===== src/rtl/pipeline_ctrl_pkg.sv =====
// Shared definitions for the pipeline stall/flush controller: stall bus type,
// stall masks and FSM state encodings.
package pipeline_ctrl_pkg;

  localparam int STALL_W = 6;

  typedef logic [STALL_W-1:0] stall_bus_t;

  // Masks are monotone: a held stage always holds every stage upstream of it.
  localparam stall_bus_t STALL_MEM  = 6'b011111;
  localparam stall_bus_t STALL_ID   = 6'b000111;
  localparam stall_bus_t STALL_IF   = 6'b000011;
  localparam stall_bus_t STALL_NONE = 6'b000000;

  typedef enum logic [1:0] {
    ST_IDLE       = 2'd0,
    ST_FLUSH_PEND = 2'd1,
    ST_DISCARD    = 2'd2
  } state_t;

endpackage


===== src/rtl/pipeline_ctrl_stall_encoder.sv =====
// Priority encoder mapping stall requests and controller busy status onto the
// per-stage hold bus.
module stall_encoder
  import pipeline_ctrl_pkg::*;
(
  input  logic       if_stall_req,
  input  logic       id_stall_req,
  input  logic       mem_stall_req,
  input  logic       busy,
  output stall_bus_t stall_sign
);

  always_comb begin
    stall_sign = STALL_NONE;
    if (mem_stall_req) begin
      stall_sign = STALL_MEM;
    end else if (id_stall_req) begin
      stall_sign = STALL_ID;
    end else if (if_stall_req || busy) begin
      stall_sign = STALL_IF;
    end
  end

endmodule


===== src/rtl/pipeline_ctrl.sv =====
// Pipeline hazard controller: stall priority, branch-redirect flush sequencing
// and squashed-fetch discard. Optional perf counters under STALL_PERF_EN.
//
//   state         | meaning
//   ST_IDLE       | no redirect in progress
//   ST_FLUSH_PEND | branch seen while mem held ex; flush waits for mem release
//   ST_DISCARD    | fetch outstanding for squashed path; drop its response
module pipeline_ctrl
  import pipeline_ctrl_pkg::*;
(
  input  logic        clk,
  input  logic        rst,
  input  logic        if_stall_req,
  input  logic        id_stall_req,
  input  logic        mem_stall_req,
  input  logic        ex_branch_taken,
  output logic [5:0]  stall_sign,
  output logic        flush,
  output logic        if_discard,
`ifdef STALL_PERF_EN
  output logic [31:0] perf_stall_cycles,
  output logic [31:0] perf_flush_count,
`endif
  output logic [1:0]  state
);

  state_t     state_q, state_d;
  logic       flush_d, discard_d, flush_q;
  stall_bus_t stall_enc;

  stall_encoder u_stall_encoder (
    .if_stall_req  (if_stall_req),
    .id_stall_req  (id_stall_req),
    .mem_stall_req (mem_stall_req),
    .busy          (state_q != ST_IDLE),
    .stall_sign    (stall_enc)
  );

  always_ff @(posedge clk) begin
    if (rst) begin
      state_q <= ST_IDLE;
      flush_q <= 1'b0;
    end else begin
      state_q <= state_d;
      flush_q <= flush;
    end
  end

  always_comb begin
    state_d   = state_q;
    flush_d   = 1'b0;
    discard_d = 1'b0;
    case (state_q)
      ST_IDLE: begin
        // A branch right after a flush is the squashed instruction; ignore it.
        if (ex_branch_taken && !flush_q) begin
          if (mem_stall_req) begin
            state_d = ST_FLUSH_PEND;
          end else begin
            flush_d = 1'b1;
            if (if_stall_req) state_d = ST_DISCARD;
          end
        end
      end
      ST_FLUSH_PEND: begin
        if (!mem_stall_req) begin
          flush_d = 1'b1;
          state_d = if_stall_req ? ST_DISCARD : ST_IDLE;
        end
      end
      ST_DISCARD: begin
        discard_d = if_stall_req;
        if (!if_stall_req) state_d = ST_IDLE;
      end
      default: state_d = ST_IDLE;
    endcase
  end

  assign flush      = flush_d & ~rst;
  assign if_discard = discard_d & ~rst;
  assign stall_sign = rst ? STALL_NONE : stall_enc;
  assign state      = state_q;

`ifdef STALL_PERF_EN
  logic [31:0] perf_stall_q, perf_flush_q;

  always_ff @(posedge clk) begin
    if (rst) begin
      perf_stall_q <= '0;
      perf_flush_q <= '0;
    end else begin
      if (stall_sign != STALL_NONE) perf_stall_q <= perf_stall_q + 32'd1;
      if (flush)                    perf_flush_q <= perf_flush_q + 32'd1;
    end
  end

  assign perf_stall_cycles = perf_stall_q;
  assign perf_flush_count  = perf_flush_q;
`endif

endmodule


===== config.mk =====
export PLATFORM = sky130hd
export DESIGN_NAME = pipeline_ctrl
export DESIGN_NICKNAME = d
export VERILOG_FILES = /design/src/rtl/pipeline_ctrl_pkg.sv /design/src/rtl/pipeline_ctrl_stall_encoder.sv /design/src/rtl/pipeline_ctrl.sv
export SDC_FILE = /design/constraint.sdc
export NUM_CORES = 1
export LEC_CHECK = 0
export ABC_CLOCK_PERIOD_IN_PS = 5000
export CAP_MARGIN = 20
export CORE_AREA = 4 4 41 43
export DETAILED_ROUTE_END_ITERATION = 12
export DIE_AREA = 0 0 45 47
export PLACE_DENSITY_LB_ADDON = 0.08
export SLEW_MARGIN = 20
export SYNTH_ARGS = -nofsm -noshare
export SYNTH_HDL_FRONTEND = slang
export SYNTH_HIERARCHICAL = 1
export SYNTH_SLANG_ARGS = --single-unit

===== constraint.sdc =====
create_clock -name clk -period 5 [get_ports clk]
set_input_delay 1 -clock clk [delete_from_list [all_inputs] [get_ports clk]]
set_output_delay 1 -clock clk [all_outputs]
set_load 0.03 [all_outputs]

==> results.md, run 1 <==
- Status: finished, final reports clean
- Clock Power Share: 42.9%
- Post-cts resize count: 0
- Chip height: 47 um
- Area after DPL: 374 um2
- Final worst-path cycle share: 75.4%
- Buffer levels on the longest clock path: 2
- Top cell type's share of synthesized area: 24.5%
- Worst Hold Class: flip-flop to flip-flop
- Grt ovf: 0
- Max Fclk: 0.265 GHz
- Worst hold margin: 0.535 ns
- Count of yosys warnings during synthesis: 6
- Layout Area Growth over Synthesis: 63.3%
- Full die area: 2120 um2
- I/O pins: 16
- Postcts setup bufs: 0
- CP max FO: 8
- R2R depth: 2
- Top post-synthesis cells by area: dfxtp_1 (24%), nor2b_1 (15%), a2111oi_1 (12%)
- Die width: 45 um
- Final Max Slew Viols: 0
- Overall Global Routing Usage: 6.71%
- Max-Cap Viols: 0
- Avg Synthesized Cell Area: 8.76 um2
- H-tree depth: 1
- N_diodes: 0
- Minimum clock period: 3.77 ns
- Core box area: 1300 um2
- Syn_nets: 34
- Number of distinct library cells after synthesis: 14
- Initial antenna violation count: 0
- Number of global-route vias before repair: 209
- Mapped Area: 245 um2
- Layout cells sized above 1: 16.7%
- Setup crit end kind: output pin
- Final WL: 594 um
- Setup TNS: 0 ns
- Initial Utilization: 18.8%
- RSZ-0062 raised after global routing: false
- Final ANT Viol Nets: 0
- Pwr/cell area: 246 nW/um2
- Reg clk slew, reported paths: 0.04 ns
- Total CTS buffers: 3
- Clock sink count: 3
- # nets final: 49
- Slew Limit Headroom: 60.1%
- Clock Skews: 0.00204 ns
- Static leakage: 0.000147 uW
- Row cnt: 13
- WHS Path Cells: 2
- Post-DR wirelength/cell: 10.4 um
- Commonest cells after routing, fill and taps aside: clkdlybuf4s50_1 (14), nor2b_1 (6)
- Final setup violation count: 0
- First drt pass iteration count: 4
- Combinational fraction of design power: 30.2%
- Most common cell after layout, fill and taps aside: clkdlybuf4s50_1
- Hold Fails Final Rpt: 0
- Register area share after synthesis: 24.5%
- Dpl ws: 1.21 ns
- Root Buffer: clkbuf_4
- First-pass GRT wire length: 841 um
- Switch Pwr: 29.3 uW
- Cells after synthesis: 28
- Dpl hpwl: 477 um
- Largest area contributor in the netlist: dfxtp_1
- I/O Buffers: 14
- Post-route cell area: 400 um2
- CTS Hold Bufs: 0
- Pint: 69.4 uW
- Clk_lat worst skew: 0.23 ns
- Required time worst endpoint: 4.00 ns
- Switching Share: 29.7%
- Worst Path Arrival: 2.77 ns
- Vias per cell: 4.14
- Sequential share of power: 26.8%
- Worst slew pin tran: 0.597 ns
- Setup ws final: 1.23 ns
- Peak VDD IR: 0.114 mV
- Nature of the critical path startpoint: primary input
- CTS tree: done
- GP Congestion: 0.723
- Detailed-route DRC error count: 0
- Pin count of the biggest net entering global routing: 11
- First DRT Iteration DRCs: 2
- Flops & latches, synth: 3
- Vias: 236
- Critical path class: primary input to output pin
-- worst max-delay path: stages --
cell	delay [ns]
clkdlybuf4s50_1	0.52
or4_1	0.51
nor2b_1	0.14
clkdlybuf4s50_1	0.60
-- cell usage after synthesis, drive strengths merged --
library cell / instances
nor2b: 6
buf: 4
a2111oi: 3
dfxtp: 3
inv: 3
nand2b: 2
a211oi: 1
conb: 1
mux2: 1
nor2: 1
nor3b: 1
or2: 1
or4: 1
-- stage by stage --
stage | power (uW) | instances | util [%]
6_report | 98.7 | 57 | 30.8
5_1_grt | 107 | 57 | 30.8
4_1_cts | 102 | 57 | 30.8
3_5_place_dp | 56.9 | 53 | 28.7
3_3_place_gp | 56.8 | 53 | 28.7
2_1_floorplan | 45.0 | 28 | -
-- power groups by stage --
stage               sequential (uW)  combinational, uW  clock, uW
floorplan                      28.0               16.9          0
global placement               26.7               30.1          0
detailed placement             26.8               30.1          0
CTS                            26.5               30.1       45.0
global route                   26.6               31.5       49.1
finish                         26.5               29.8       42.4
-- kinds of logic after synthesis --
logic type / count (synthesis) / share of synthesized area [%]
muxes: 1 / 6.12
DFF: 3 / 24.5
buffers and inverters: 7 / 16.8
other: 1 / 1.53
AOI/OAI and AO/OA: 4 / 17.3
and+or+nand+nor: 12 / 33.7
-- flip-flops by register name, indices dropped and copies added (netlist names) --
register,cells
state,2
flush_q,1
-- final cells by class --
| type | count | area, um2 |
|---|---|---|
| clock buffers | 4 | 26.3 |
| fillers | 141 | 901 |
| inverters | 3 | 11.3 |
| multi-input cells | 18 | 144 |
| flip-flops and latches | 3 | 60.1 |
| well taps | 15 | 18.8 |
| repair buffers | 14 | 140 |
-- worst paths after layout --
kind | start | to | slack (ns)
setup / recovery | mem_stall_req | stall_sign[1] | 1.23
hold / removal | flush_q | state[1] | 0.53
setup reg to reg | state[1] | state[1] | 3.97
hold reg to reg | flush_q | state[1] | 0.53
-- metal layers --
layer  track usage, %  part of all wire [%]  vias up
met5                0                     0        -
met4             8.77                   4.5        0
met1             5.23                    32      100
li1                 -                     -      120
met3             6.13                    13        2
met2             8.76                    49       14
(Power assumes the default switching activity.)
==> inputs of run 2 (changes only) <==
--- a/config.mk
+++ b/config.mk
@@ -5,7 +5,7 @@
 export SDC_FILE = /design/constraint.sdc
 export NUM_CORES = 1
 export LEC_CHECK = 0
-export ABC_CLOCK_PERIOD_IN_PS = 5000
+export ABC_CLOCK_PERIOD_IN_PS = 3400
 export CAP_MARGIN = 20
 export CORE_AREA = 4 4 41 43
 export DETAILED_ROUTE_END_ITERATION = 12
==> constraint.sdc (replaced) <==
create_clock -name clk -period 3.4 [get_ports clk]
set_input_delay 0.68 -clock clk [delete_from_list [all_inputs] [get_ports clk]]
set_output_delay 0.68 -clock clk [all_outputs]
set_load 0.03 [all_outputs]
==> run 2 against run 1 <==
  * Sequential share of layout area is 0.28 points lower
  * Critical path depth is 1 lower
  * Clock-buffer cell count stayed put
  * Design area is 1.9% higher
  * Wire length is 5.1% higher
  * Register-to-register slack worse by 1.6 ns
  * Final cell count is 1.8% higher
  * Clock skew is 0.0027 ns higher
  * Non-clock buffer count is 1 higher
  * Worst setup slack worse by 0.96 ns
  * Largest power group unchanged
==> results.md, run 2 (synthesis gave the netlist of run 1 again) <==
- Chip height: 47 um (unchanged)
- Final ANT Viol Nets: 0 (unchanged)
- Row cnt: 13 (unchanged)
- CTS Hold Bufs: 0 (unchanged)
- Commonest cells after routing, fill and taps aside: clkdlybuf4s50_1 (14), nor2b_1 (6)
- Pin count of the biggest net entering global routing: 11 (unchanged)
- Reg2reg end: state[1]
- Max Fclk: 0.319 GHz
- Final WL: 624 um (+5.1%)
- Layout cells sized above 1: 18.6% (+1.9 points)
- Number of global-route vias before repair: 219 (+4.8%)
- Root Buffer: clkbuf_4
- Reg clk slew, reported paths: 0.04 ns (about the same)
- Nature of the critical path startpoint: primary input
- Hold Fails Final Rpt: 0 (unchanged)
- Clock Skews: 0.00474 ns (+0.00270 ns)
- Setup crit end kind: output pin
- Core box area: 1300 um2 (unchanged)
- Pwr/cell area: 367 nW/um2 (+49%)
- CTS tree: done
- Worst slew pin tran: 0.587 ns (-0.00981 ns)
- Status: finished, final reports clean
- Max-Cap Viols: 0 (unchanged)
- # nets final: 50 (+2.0%)
- Minimum clock period: 3.13 ns
- Most common cell after layout, fill and taps aside: clkdlybuf4s50_1
- I/O Buffers: 14 (unchanged)
- Crit. Startpoint: rst
- Grt ovf: 0 (unchanged)
- Layout Cells excl Fill: 58 (+1.8%)
- H-tree depth: 1 (unchanged)
- Most frequent CP cell: clkdlybuf4s50_1
- Setup slack, reg-to-reg: 2.35 ns (-1.62 ns)
- First-pass GRT wire length: 931 um (+11%)
- CP max FO: 10 (+2)
- Final Max Slew Viols: 0 (unchanged)
- Setup crit end: flush
- N_diodes: 0 (unchanged)
- Total CTS buffers: 3 (unchanged)
- Layout Area Growth over Synthesis: 66.3%
- Dpl hpwl: 493 um (+3.2%)
- Initial antenna violation count: 0 (unchanged)
- R2R depth: 2 (unchanged)
- Peak VDD IR: 0.249 mV (+120%)
- Initial Utilization: 18.8% (unchanged)
- Final setup violation count: 0 (unchanged)
- Overall Global Routing Usage: 6.86% (+0.15 points)
- Required time worst endpoint: 2.72 ns (-1.28 ns)
- CP cell instances: clkdlybuf4s50_1 -> a2111oi_1 -> clkdlybuf4s50_1
- Vias per cell: 4.17 (+0.77%)
- Tot Pwr: 150 uW (+52%)
- Reg2Reg Launch Point: state[1]
- Postcts setup bufs: 0 (unchanged)
- RSZ-0062 raised after global routing: false
- Slowest stage delay, CP: 0.74 ns (+0.14 ns)
- HP Start: flush_q
- Slew Limit Headroom: 60.8% (+0.66 points)
- Detailed-route DRC error count: 0 (unchanged)
- I/O pins: 16 (unchanged)
- Inst Count DP: 54 (+1.9%)
- Setup TNS: 0 ns (unchanged)
- Critical path class: primary input to output pin
- Max reg flops: 2 (unchanged)
- Post-DR wirelength/cell: 10.8 um (+3.2%)
- Final worst-path cycle share: 92.1%
- First drt pass iteration count: 4 (unchanged)
- Vias: 242 (+2.5%)
- Worst Path Arrival: 2.45 ns (-0.32 ns)
- GP Congestion: 0.676 (-6.5%)
- First DRT Iteration DRCs: 1 (-1)
- Full die area: 2120 um2 (unchanged)
- Worst Hold Class: flip-flop to flip-flop
- Static leakage: 0.000152 uW (+3.3%)
- Worst hold margin: 0.540 ns (+0.00513 ns)
- Die width: 45 um (unchanged)
- Slowest CP cell: clkdlybuf4s50_1
- Post-cts resize count: 0 (unchanged)
- Clock sink count: 3 (unchanged)
- Clk_lat worst skew: 0.24 ns (about the same)
- Buffer levels on the longest clock path: 2 (unchanged)
==> run 2: layer usage <==
layer	vias to the layer above	track usage, %	share of wire [%]
met5	-	0	0
met4	0	5.26	2.2
met3	2	6.13	12
met2	11	9.04	46
met1	106	6.79	40
li1	123	-	-
==> run 2: critical path: cells and delay by family <==
kind | cells | cell delay [ns]
buffers and inverters | 2 | 1.32
AOI/OAI and AO/OA | 1 | 0.45
==> run 2: worst min path at each step <==
stage	slack (ns)	cells past startpoint	to
3_5_place_dp	0.54	2	state[1]
2_1_floorplan	0.51	2	state[1]
3_3_place_gp	0.53	2	state[1]
5_1_grt	0.56	2	state[1]
6_report	0.54	2	state[1]
4_1_cts	0.55	2	state[1]
==> run 2: final cells by class <==
cell class,count,area (um2)
fill,156,893
timing repair buffer,15,148
multi-input combinational,18,144
sequential,3,60.1
clock buffer,4,26.3
tap,15,18.8
inverter,3,11.3
==> run 2: per-stage QoR <==
stage | setup slack, ns | instance area (um2) | util, %
after global routing | 0.158 | 408 | 31.3
after floorplan | 0.778 | 245 | -
after global placement | 0.297 | 382 | 29.3
after detailed placement | 0.247 | 382 | 29.3
after CTS | 0.243 | 408 | 31.3
final | 0.269 | 408 | 31.3
==> run 2: report_power, final <==
group	switching [uW]	total, uW	internal, uW	leakage, uW
registers	1.91	39.0	37.1	0.0000246
clock network	21.5	65.7	44.2	0.0000150
logic	23.3	45.0	21.7	0.000112
total	46.7	150	103	0.000152
==> inputs of run 3 (changes only) <==
--- a/config.mk
+++ b/config.mk
@@ -11,7 +11,7 @@
 export DETAILED_ROUTE_END_ITERATION = 12
 export DIE_AREA = 0 0 45 47
 export PLACE_DENSITY_LB_ADDON = 0.08
-export SLEW_MARGIN = 20
+export SLEW_MARGIN = 15
 export SYNTH_ARGS = -nofsm -noshare
 export SYNTH_HDL_FRONTEND = slang
 export SYNTH_HIERARCHICAL = 1
==> results of run 3 <==
The final DEF is identical to that of run 2; final timing and power are the same.
